`config.mk`:
```
export PLATFORM = sky130hd
export DESIGN_NAME = eq_serial_acc
export DESIGN_NICKNAME = d
export VERILOG_FILES = /design/src/rtl/eq_pkg.sv /design/src/rtl/eq_serial_acc_bit_counter.sv /design/src/rtl/eq_serial_acc.sv
export SDC_FILE = /design/constraint.sdc
export NUM_CORES = 1
export LEC_CHECK = 0
export ABC_AREA = 1
export BUFFER_PORTS_ARGS = -buffer_cell sky130_fd_sc_hd__clkbuf_2
export CAP_MARGIN = 0
export CORE_AREA = 3 3 40 42
export DETAILED_ROUTE_END_ITERATION = 10
export DIE_AREA = 0 0 43 45
export MAX_ROUTING_LAYER = met4
export PLACE_DENSITY = 0.51
export SLEW_MARGIN = 5
export SYNTH_ARGS = -nofsm -noshare
export SYNTH_HDL_FRONTEND = slang
export SYNTH_HIERARCHICAL = 1
export SYNTH_SLANG_ARGS = --single-unit
```
`constraint.sdc`:
```
create_clock -name clk -period 1.9 [get_ports clk]
set_clock_uncertainty 0.1 [all_clocks]
set_input_delay 0 -clock clk [delete_from_list [all_inputs] [get_ports clk]]
set_output_delay 0 -clock clk [all_outputs]
set_load 0.01 [all_outputs]
```
`src/rtl/eq_pkg.sv`:
```
// Shared definitions for the bit-serial word-equality accumulator:
// FSM state encoding and bit-counter width derivation.
package eq_pkg;

    typedef enum logic [1:0] {
        ST_IDLE = 2'b00,
        ST_RUN  = 2'b01,
        ST_DONE = 2'b10
    } state_t;

    function automatic int cnt_w(input int n);
        return $clog2(n);
    endfunction

endpackage

```
`src/rtl/eq_serial_acc_bit_counter.sv`:
```
// Purpose: mod-N bit counter with synchronous clear and enable; o_last flags count == N-1.
// Latency: count updates on the edge after i_en; o_last is combinational from the count.
// Backpressure: none; deasserting i_en holds the count.
module bit_counter
    import eq_pkg::*;
#(
    parameter int N = 8,
    localparam int CNT_W = cnt_w(N)
) (
    input  logic             clk,
    input  logic             reset_n,
    input  logic             i_clr,
    input  logic             i_en,
    output logic [CNT_W-1:0] o_count,
    output logic             o_last
);

    logic [CNT_W-1:0] r_count;

    assign o_last  = (r_count == CNT_W'(N - 1));
    assign o_count = r_count;

    // Wrap is explicit at N-1 so power-of-two N never relies on natural overflow.
    always_ff @(posedge clk or negedge reset_n) begin
        if (!reset_n) begin
            r_count <= '0;
        end else if (i_clr) begin
            r_count <= '0;
        end else if (i_en) begin
            r_count <= o_last ? '0 : r_count + 1'b1;
        end
    end

endmodule

```
`src/rtl/eq_serial_acc.sv`:
```
// Purpose: AND-accumulates N serial eq bits into a held match result; optional
// first-mismatch index via EQ_SERIAL_MISMATCH_IDX_EN.
// Latency: done_tick one cycle after the N-th qualified bit. Backpressure: bit_valid=0 stalls.
module eq_serial_acc
    import eq_pkg::*;
#(
    parameter int N = 8,
    localparam int CNT_W = cnt_w(N)
) (
    input  logic             clk,
    input  logic             reset_n,
    input  logic             start,
    input  logic             bit_valid,
    input  logic             eq_bit,
    output logic             busy,
    output logic             done_tick,
`ifdef EQ_SERIAL_MISMATCH_IDX_EN
    output logic [CNT_W-1:0] mismatch_idx,
`endif
    output logic             match
);

    state_t           r_state;
    logic             r_acc;
    logic             r_busy;
    logic             r_done;
    logic             r_match;
    logic             w_clr;
    logic             w_en;
    logic             w_last;
    logic [CNT_W-1:0] w_count;

    assign w_clr     = start && (r_state != ST_RUN);
    assign w_en      = (r_state == ST_RUN) && bit_valid;
    assign busy      = r_busy;
    assign done_tick = r_done;
    assign match     = r_match;

    bit_counter #(.N(N)) u_cnt (
        .clk     (clk),
        .reset_n (reset_n),
        .i_clr   (w_clr),
        .i_en    (w_en),
        .o_count (w_count),
        .o_last  (w_last)
    );

    always_ff @(posedge clk or negedge reset_n) begin
        if (!reset_n) begin
            r_state <= ST_IDLE;
            r_acc   <= 1'b1;
            r_busy  <= 1'b0;
            r_done  <= 1'b0;
            r_match <= 1'b0;
        end else begin
            r_done <= 1'b0;
            case (r_state)
                ST_IDLE: begin
                    if (start) begin
                        r_state <= ST_RUN;
                        r_acc   <= 1'b1;
                        r_busy  <= 1'b1;
                    end
                end
                ST_RUN: begin
                    if (bit_valid) begin
                        r_acc <= r_acc & eq_bit;
                        if (w_last) begin
                            r_match <= r_acc & eq_bit;
                            r_state <= ST_DONE;
                            r_busy  <= 1'b0;
                            r_done  <= 1'b1;
                        end
                    end
                end
                ST_DONE: begin
                    if (start) begin
                        r_state <= ST_RUN;
                        r_acc   <= 1'b1;
                        r_busy  <= 1'b1;
                    end else begin
                        r_state <= ST_IDLE;
                    end
                end
                default: begin
                    r_state <= ST_IDLE;
                    r_busy  <= 1'b0;
                end
            endcase
        end
    end

`ifdef EQ_SERIAL_MISMATCH_IDX_EN
    logic             r_mm_seen;
    logic [CNT_W-1:0] r_mm_idx;
    logic [CNT_W-1:0] r_mismatch_idx;

    assign mismatch_idx = r_mismatch_idx;

    // A mismatch on the final bit is never latched in r_mm_idx, so fall back to the live count.
    always_ff @(posedge clk or negedge reset_n) begin
        if (!reset_n) begin
            r_mm_seen      <= 1'b0;
            r_mm_idx       <= '0;
            r_mismatch_idx <= '0;
        end else if (w_clr) begin
            r_mm_seen <= 1'b0;
            r_mm_idx  <= '0;
        end else if (w_en) begin
            if (!eq_bit && !r_mm_seen) begin
                r_mm_seen <= 1'b1;
                r_mm_idx  <= w_count;
            end
            if (w_last) begin
                r_mismatch_idx <= (r_acc & eq_bit) ? '0 : (r_mm_seen ? r_mm_idx : w_count);
            end
        end
    end
`endif

endmodule

```
==> flow_summary.ini <==
[synth]
synth_top_area_cell = dfrtp_1
async_reset_ff_share_pct = 100
synth_edf_count = 0
synth_most_common_cell = nand2_1
synth.distinct_cells = 12
syn_area_per_cell_um2 = 8.38
ys_ff_latch = 9
synth_top_area_share_pct = 48.8
syn_nets = 56
synth.top_cells.by_area = dfrtp_1, nand2_1, inv_1, nor2_1, dfstp_2
syn_inst = 49
yosys_most_used_dff = dfrtp_1
synth_area_um2 = 410
ys_top_cells_by_count = nand2_1, dfrtp_1, inv_1, nor2_1, nand3_1
ys_seq_area_share_pct = 55.2
yosys_warnings = 6

[finish]
num_antenna_cells = 0
area_growth_pct = 31.7
post-route-util_pct = 42.1
layout-drive-gt1-share_pct = 23.1
layout.nets = 73
nFillCells = 147

[floorplan]
dieHeight_um = 45
core_area_um2 = 1280
floorplan.initialDensity_pct = 31.9
row_count = 13
die_w_um = 43
dieArea_um2 = 1940
boundaryPins = 8

[power_and_ir_drop]
p_per_area_nw_per_um2 = 1240
switchingPower_uw = 224
p_leak_uw = 0.000320
clkPwrFrac_pct = 21.5
ir_worst_vdd_v = 0.000591
power_frac_comb_pct = 33.6
internal_power_uw = 443
power_frac_seq_pct = 44.9
swShare_pct = 33.6

[placement]
dpl.hpwl_um = 548
place.gp.congestion = 0.685
portBuffers = 7

[timing]
rsz0062_at_grt = no
hold_viol_final = 0
tns_ns = 0
timing.final.crit_share_pct = 92.9
slew_violations = 0
slew-limit-headroom_pct = 84.5
worst_slew_pin_slew_ns = 0.233
finalSetupViolations = 0
clock.fmax_mhz = 567
fin_crit_ns = 1.76

[setup_path]
crit_path_max_fanout = 3
end_kind = register
critical_path_class = register to register
slowest_stage = dlygate4sd3_1
worstPathCellList = ha_1 -> ha_1 -> nand2_1 -> nand2_1 -> o21ai_0 -> dlygate4sd3_1
crit_required_ns = 1.99
crit_path_start = u_cnt/o_count[0]
r2r_start = u_cnt/o_count[0]
cp_top_family = buffers and inverters
crit_path_max_incr_delay_ns = 0.58
cp-start-kind = register
cp_data_arrival_time_ns = 1.85
cp_num_buf_inv = 1
r2r_setup_slack_ns = 0.14

[global_routing]
overflow = 0
grt_max_degree = 10
track_usage_pct = 9.54
grt_pass1_wl_um = 1270
grt_pass1_vias = 315
antenna_found_initial = 0

[job]
maxCapViolCount = 0

[clocking]
cts_resized = 0
cts_tree = built
cts_buffers = 3
clk_pin_slew_ns = 0.06
htree_levels = 1
clock-sinks = 9
clockRootBuffer = clkbuf_4
clk_latency_ns = 0.25
cts_max_path_buffers = 2

[hold_path]
min-delay-start = bit_valid
hp-class = input port to register

[drt]
drtIter0Drc = 13
first_pass_iters = 4
vias = 345
antenna_left = 0
drc = 0
viasPerCell = 4.31
routed_wl_um = 756
wl_per_cell_um = 9.45

[run_status]
status = finished clean
metrics by stage:
stage | total power [uW] | worst slack (ns) | hold slack (ns) | area, um^2 | instances
2_1_floorplan | 444 | 0.681 | -0.396 | 410 | 49
3_3_place_gp | 500 | 0.637 | -0.226 | 464 | 71
3_5_place_dp | 499 | 0.620 | -0.229 | 464 | 71
4_1_cts | 677 | 0.164 | 0.00351 | 541 | 80
5_1_grt | 732 | 0.0612 | 0.0262 | 541 | 80
6_report | 668 | 0.135 | 0.0106 | 541 | 80
power by group through the flow:
stage / combinational, uW / sequential [uW] / clock (uW)
finish: 224 / 300 / 144
global route: 260 / 309 / 163
CTS: 225 / 300 / 152
detailed placement: 196 / 303 / 0
global placement: 198 / 302 / 0
floorplan: 141 / 302 / 0
registers in the layout, indices dropped and copies added, names as in the netlist:
name / cells
u_cnt/o_count: 3
r_state: 2
busy: 1
done_tick: 1
match: 1
r_acc: 1
final cells by class:
cell class                 count  area [um^2]  share of cell area, %
timing repair buffer          12         85.1                   15.7
clock buffer                   4         26.3                   4.86
sequential                     9          226                   41.9
tap                           15         18.8                   3.47
multi-input combinational     31          150                   27.8
inverter                       9         33.8                   6.25
logic make-up after synthesis:
family	after synthesis	synth area share, %
compound gates	2	2.44
fa+ha+maj	2	6.10
buf+inv	9	8.23
flops	9	55.2
simple gates	27	28.0
worst register-to-register path, stage by stage (launching register included):
cell,delay (ns)
dfrtp_1,0.39
ha_1,0.20
ha_1,0.19
nand2_1,0.10
nand2_1,0.06
o21ai_0,0.08
dlygate4sd3_1,0.58
layer usage:
layer | vias up | track usage, % | part of all wire, %
met3 | 2 | 7.17 | 9.1
met2 | 10 | 14.7 | 46
met1 | 154 | 9.95 | 44
met4 | 0 | 1.81 | 0.93
li1 | 179 | - | -
met5 | - | - | 0
final timing paths:
kind | end | cells past startpoint
max in group asynchronous | r_acc | 2
max reg2reg | r_state[0] | 6
min | busy | 4
min in group asynchronous | busy | 2
max | r_state[0] | 6
min reg2reg | u_cnt/o_count[1] | 2
timing repair:
item,CTS,global route
hold buffers,5,0
endpoints found under the hold margin,12,0
buffers inserted,0,0
placed cells by master, fill, tap and decap left out:
cell type	Yosys	layout
nand2_1	11	11
inv_1	8	8
nor2_1	8	8
dfrtp_1	8	8
clkbuf_2	0	7
nand3_1	5	5
dlygate4sd3_1	0	5
clkbuf_4	0	3
nor2_2	2	2
ha_1	2	2
inv_2	1	1
nand2_2	1	1
a21oi_1	1	1
o21ai_0	1	1
clkbuf_1	0	1
dfstp_2	1	1
Note: power is estimated with default switching activity, not from simulation.
